File: config.mk
export PLATFORM = sky130hd
export DESIGN_NAME = gate_sweeper
export DESIGN_NICKNAME = d
export VERILOG_FILES = /design/src/rtl/gate_sweeper.sv
export SDC_FILE = /design/constraint.sdc
export NUM_CORES = 1
export LEC_CHECK = 0
export ABC_CLOCK_PERIOD_IN_PS = 5500
export BUFFER_PORTS_ARGS = -buffer_cell sky130_fd_sc_hd__buf_2
export CAP_MARGIN = 20
export CELL_PAD_IN_SITES_DETAIL_PLACEMENT = 1
export CELL_PAD_IN_SITES_GLOBAL_PLACEMENT = 2
export CORE_ASPECT_RATIO = 1.2
export CORE_MARGIN = 2
export CORE_UTILIZATION = 35
export DETAILED_ROUTE_END_ITERATION = 8
export PLACE_DENSITY_LB_ADDON = 0.1
export SYNTH_ARGS = -nofsm -noshare
export SYNTH_HDL_FRONTEND = slang
export SYNTH_SLANG_ARGS = --single-unit
export TNS_END_PERCENT = 30
File: constraint.sdc
create_clock -name i_clk -period 5.5 [get_ports i_clk]
set_clock_uncertainty 0.05 [all_clocks]
set_input_delay 1.1 -clock i_clk [delete_from_list [all_inputs] [get_ports i_clk]]
set_output_delay 1.1 -clock i_clk [all_outputs]
set_load 0.02 [all_outputs]
File: src/rtl/gate_sweeper.sv
// Exhaustive stimulus sweeper for a combinational gate under test.
// Drives every input vector in binary or Gray order and checks the output against a truth table.
module gate_sweeper #(
   parameter int unsigned N_IN = 2,
   parameter int unsigned HOLD = 5
) (
   input  logic                    i_clk,
   input  logic                    i_reset,
   input  logic                    i_start,
   input  logic                    i_gray_mode,
   input  logic [(1<<N_IN)-1:0]    i_golden_tt,
   input  logic                    i_dut_out,
   output logic [N_IN-1:0]         o_stim,
   output logic                    o_busy,
   output logic                    o_done,
   output logic                    o_pass,
   output logic [N_IN:0]           o_err_count,
   output logic [N_IN-1:0]         o_first_fail_vec,
   output logic                    o_fail_seen
);

   localparam int unsigned NVEC = 1 << N_IN;
   localparam int unsigned HC_W = (HOLD > 1) ? $clog2(HOLD) : 1;
   localparam logic [N_IN:0]   LAST_IDX  = (N_IN+1)'(NVEC - 1);
   localparam logic [HC_W-1:0] HOLD_LAST = HC_W'(HOLD - 1);

   typedef enum logic [1:0] {
      S_IDLE,
      S_HOLD,
      S_DONE
   } state_t;

   state_t            r_state;
   logic [N_IN:0]     r_idx;
   logic [HC_W-1:0]   r_hold_cnt;
   logic              r_mode;

   logic              w_sample;
   logic              w_mismatch;
   logic [N_IN:0]     w_err_next;
   logic [N_IN:0]     w_idx_next;

   function automatic logic [N_IN-1:0] map_vec(input logic [N_IN-1:0] i, input logic gray);
      return gray ? (i ^ (i >> 1)) : i;
   endfunction

   always_comb begin
      w_sample   = (r_state == S_HOLD) && (r_hold_cnt == HOLD_LAST);
      w_mismatch = (i_dut_out != i_golden_tt[o_stim]);
      w_err_next = o_err_count + (N_IN+1)'(w_mismatch);
      w_idx_next = r_idx + (N_IN+1)'(1);
   end

   always_ff @(posedge i_clk) begin
      if (i_reset) begin
         r_state          <= S_IDLE;
         r_idx            <= '0;
         r_hold_cnt       <= '0;
         r_mode           <= 1'b0;
         o_stim           <= '0;
         o_busy           <= 1'b0;
         o_done           <= 1'b0;
         o_pass           <= 1'b0;
         o_err_count      <= '0;
         o_first_fail_vec <= '0;
         o_fail_seen      <= 1'b0;
      end else begin
         o_done <= 1'b0;
         case (r_state)
            S_IDLE: begin
               if (i_start) begin
                  r_idx            <= '0;
                  r_hold_cnt       <= '0;
                  r_mode           <= i_gray_mode;
                  o_err_count      <= '0;
                  o_fail_seen      <= 1'b0;
                  o_first_fail_vec <= '0;
                  o_pass           <= 1'b0;
                  o_stim           <= map_vec('0, i_gray_mode);
                  o_busy           <= 1'b1;
                  r_state          <= S_HOLD;
               end
            end
            S_HOLD: begin
               if (w_sample) begin
                  if (w_mismatch) begin
                     o_err_count <= w_err_next;
                     if (!o_fail_seen) begin
                        o_first_fail_vec <= o_stim;
                        o_fail_seen      <= 1'b1;
                     end
                  end
                  // done/pass are loaded on entry to DONE so they are visible during the DONE cycle
                  if (r_idx == LAST_IDX) begin
                     o_busy  <= 1'b0;
                     o_done  <= 1'b1;
                     o_pass  <= (w_err_next == '0);
                     r_state <= S_DONE;
                  end else begin
                     r_idx      <= w_idx_next;
                     o_stim     <= map_vec(w_idx_next[N_IN-1:0], r_mode);
                     r_hold_cnt <= '0;
                  end
               end else begin
                  r_hold_cnt <= r_hold_cnt + HC_W'(1);
               end
            end
            S_DONE: r_state <= S_IDLE;
            default: r_state <= S_IDLE;
         endcase
      end
   end

endmodule

### Word-level counts from Yosys, hierarchy flattened

Cells that the tools add are included.

* order comparisons: 1
* add/sub/neg operators: 3
* muxes and demuxes: 37
* reduce and logical (&&, ||, !) cells: 12
* bitwise operators: 3
* equality and inequality tests: 11

Operator list (count)
* $mux 3: 7
* $mux 2: 10
* $pmux 3 s2: 3
* $pmux 2 s2: 3
* $reduce_and 4->1: 3
* $mux 1: 10
* $ne 2x2->1 const B: 5
* $add 3x1->3 const B: 2
* $pmux 1 s2: 3
* $reduce_and 3->1: 2
* $reduce_and 5->1: 1
* $add 3x1->3: 1
* $eq 3x2->1 const B: 1
* $eq 3x3->1 const B: 1
* $logic_not 3->1: 1
* $lt 2x3->1 const B: 1
* $ne 3x3->1 const B: 1
* $reduce_or 3->1: 1
* $bmux 1 s2: 1
* $eq 2x1->1 const B: 1
* $logic_not 2->1: 1
* $ne 2x1->1 const B: 1
* $not 1->1: 2
* $reduce_and 2->1: 1
* other kinds (4): 4

* word-level logic and storage cells: 78
* flip-flop bits (word level): 20
* output and inout port bits: 11

### Logic depth before layout (Yosys ltp)

* depth after elaboration: 8
* depth in mapped cells: 8

### Worst setup path before layout

Ideal clock, no wire load.

* kind: input to register
* start point: input i_golden_tt[3]
* end point: register o_pass
* path buffers: 0
* slack: 2.757 ns
* stages on the path: 7
* arrival: 2.622 ns
* path through: mux4_2 > xor2_2 > ha_1 > ha_1 > nor3_1 > o2111ai_1 > a21oi_1

* longest elaborated chain between the ends: 8

Ends and longest elaborated chain
* start, declared: line 11 `input logic [(1<<N_IN)-1:0] i_golden_tt,`
* $bmux 1 s2: line 49 `w_mismatch = (i_dut_out != i_golden_tt[o_stim]);`
* $mux 1 (implied by the code): line 49
* $ne 1x1->1: line 49
* $add 3x1->3: line 50 `w_err_next = o_err_count + (N_IN+1)'(w_mismatch);`
* $logic_not 3->1: line 97 `o_pass <= (w_err_next == '0);`
* $mux 1: line 94 `if (r_idx == LAST_IDX) begin`
* $mux 1: line 85 `if (w_sample) begin`
* $pmux 1 s2: line 69 `case (r_state)`
* end signal, assigned: line 97
* end, declared: line 16 `output logic o_pass,`

No other way between the ends. The select of a mux whose other input is x is not followed.
A chain may end at the register's enable or synchronous reset.

### Final worst setup path

Ends and elaborated chain as after synthesis.

==> impl_metrics.json <==
{
  "cts_sinks": 19,
  "detail_route.vias_per_cell": 5.52,
  "crit_start": "i_golden_tt[3]",
  "ctsHoldBuffers": 0,
  "finalMaxSlewViolations": 0,
  "synth_top_family_by_area": "simple AND/OR/NAND/NOR gates",
  "relSlewSlack_pct": 57.3,
  "synth_warnings": 0,
  "drv_cap": 0,
  "ys_dominant_reg_cell": "dfxtp_1",
  "yosys-mux-area-fraction_pct": 9.95,
  "layout_common_cells": "19 x buf_2, 19 x dfxtp_1, 9 x inv_1, 8 x nor2_1, 7 x mux2i_1",
  "drtIter0Drc": 5,
  "place_area_mm2": 0.00115,
  "grt_max_degree": 21,
  "synth_edf_count": 0,
  "critPathSlowestCell": "mux4_2",
  "startpoint_type": "input pin",
  "dp_hpwl_um": 1940,
  "drive_above_1_share_pct": 19.1,
  "p_leak_nw": 0.475,
  "synth-xor-area-share_pct": 4.08,
  "tightest_slew_ns": 0.634,
  "drc": 0,
  "chipWidth_um": 53.8,
  "yosysUniqueCellTypes": 36,
  "status": "complete, no violations",
  "clockRootBuffer": "clkbuf_4",
  "area_growth_pct": 12.8,
  "yosys.area.top_type_share_pct": 36.5,
  "clkLatencyLatePin_ns": 0.30,
  "cts_setup_buffers": 0,
  "die-area_mm2": 0.00344,
  "io_buffers": 19,
  "worst_path_most_repeated_cell": "ha_1",
  "drt-total-wl_um": 2470,
  "grt_pass1_wl_um": 4430,
  "fp.dieH_um": 63.8,
  "ant_nets": 0,
  "cp_cell_sequence": "buf_2 -> mux4_2 -> xor2_2 -> ha_1 -> ha_1 -> nor3_1 -> o2111ai_1 -> a21oi_1",
  "yosysTopAreaCell": "dfxtp_1",
  "grt_overflow": 0,
  "antenna_found_initial": 0,
  "end_kind": "register",
  "core_area_mm2": 0.00281,
  "vias": 911,
  "synth.area.top_cells": "dfxtp_1 36%, ha_1 7.2%, mux2i_1 6.7%",
  "reg2reg_from": "o_stim[0]",
  "clock_path_buffers": 2,
  "crit_required_ns": 5.69,
  "peakVddDrop_mv": 0.108,
  "yosys.area_share.adder_pct": 7.19,
  "fmax_mhz": 374,
  "crit_type": "in2reg",
  "cts_tree": "built",
  "hold_viol": 0,
  "io_pins": 20,
  "synthSimpleGateAreaFrac_pct": 18.9,
  "synth_cells": 113,
  "initial_core_util_pct": 37.1,
  "p_per_area_mw_per_mm2": 214,
  "synth-compound-area-share_pct": 17.3,
  "grt_pass1_vias": 986,
  "cts_made_buffers": 3,
  "syn-num-nets": 128,
  "setup_tns_ns": 0,
  "diodes": 0,
  "critPathMaxStageDelay_ns": 0.48,
  "cts.repair.resized": 0,
  "hp-start": "o_first_fail_vec[0]",
  "fin_crit_sh_pct": 48.6,
  "rows": 21,
  "firstDrtPassIters": 4,
  "hold_path.class": "reg2reg",
  "rsz0062_at_grt": "false",
  "min_period_ns": 2.68,
  "final_nets": 147,
  "wire_per_inst_um": 15.0,
  "htreeDepth": 1,
  "clkTransAtPathRegs_ns": 0.12,
  "gp_congestion": 0.743,
  "grt_usage_pct": 17.3,
  "worst_ep_arrival_time_ns": 2.87,
  "cp_max_fo": 6,
  "yosysSeqAreaShare_pct": 36.5,
  "ys_seq_elements": 19,
  "syn_avg_cell_area_um2": 9.23,
  "finalInstanceArea_mm2": 0.00118,
  "async_reset_ff_share_pct": 0,
  "syn-cell-area_mm2": 0.00104,
  "report.final.setup_viol": 0
}
==> critical path: cells and delay by family <==
kind / cells / cell delay, ns
multiplexers: 1 / 0.48
adder cells (fa/ha/maj): 2 / 0.45
XOR/XNOR: 1 / 0.28
AO/OA/AOI/OAI: 2 / 0.27
AND/OR/NAND/NOR: 1 / 0.18
buffers and inverters: 1 / 0.10
==> flip-flops by register name, summed over array words and instances (netlist names) <==
signal / flops
o_fail_seen: 1
o_err_count: 3
o_busy: 1
r_idx: 3
o_done: 1
r_hold_cnt: 3
o_stim: 1
r_mode: 1
o_pass: 1
r_state: 2
o_first_fail_vec: 2
==> routing by layer <==
layer / part of all wire (%) / GRT usage (%)
met1: 42 / 21.6
met2: 52 / 28.2
met3: 2.6 / 2.10
met4: 3.1 / 8.65
met5: 0 / 0
==> metrics by stage <==
step                      util [%]  setup slack, ns  hold WS (ns)  total power, mW  instances
after floorplan                  -             2.76         0.404            0.170        113
after global placement        40.9             2.56         0.413            0.181        161
after detailed placement      40.9             2.50         0.419            0.182        161
after CTS                     41.9             2.83         0.440            0.257        165
after global routing          41.9             2.69         0.464            0.270        165
final                         41.9             2.82         0.436            0.252        165
==> layout make-up <==
class,instances,area (um^2)
well taps,34,42.5
repair buffers,19,95.1
multi-input cells,80,599
fillers,329,1630
clock buffers,4,26.3
flip-flops and latches,19,380
inverters,9,33.8
==> cell usage after synthesis, types with 2 or more instances <==
| master | n |
|---|---|
| o21ai_0 | 2 |
| mux2i_1 | 7 |
| o32ai_1 | 3 |
| clkbuf_1 | 3 |
| a21oi_1 | 6 |
| nand2b_1 | 2 |
| ha_1 | 6 |
| nand3b_1 | 5 |
| nor2b_1 | 2 |
| nor3_1 | 6 |
| nor2_1 | 8 |
| inv_1 | 9 |
| o31ai_1 | 3 |
| nor4_1 | 2 |
| o2111ai_1 | 3 |
| nand2_1 | 5 |
| xnor2_1 | 3 |
| dfxtp_1 | 19 |
| a22oi_1 | 2 |
==> power by group <==
| group | total, mW | internal, mW | switching, mW |
|---|---|---|---|
| Clock | 0.0736 | 0.0283 | 0.0454 |
| Combinational | 0.0340 | 0.0131 | 0.0208 |
| Sequential | 0.144 | 0.141 | 0.00359 |
==> cell families after synthesis <==
kind of cell / Yosys count
compound gates: 25
xor+xnor: 4
fa+ha+maj: 6
buf+inv: 14
flops: 19
mux: 9
simple gates: 36
==> worst paths after layout <==
| path | to | slack [ns] | depth (start not counted) |
|---|---|---|---|
| max | o_pass | 2.82 | 8 |
| min | o_first_fail_vec[0] | 0.44 | 2 |
| max reg2reg | o_pass | 3.16 | 7 |
| min reg2reg | o_first_fail_vec[0] | 0.44 | 2 |
(Power assumes the default switching activity.)
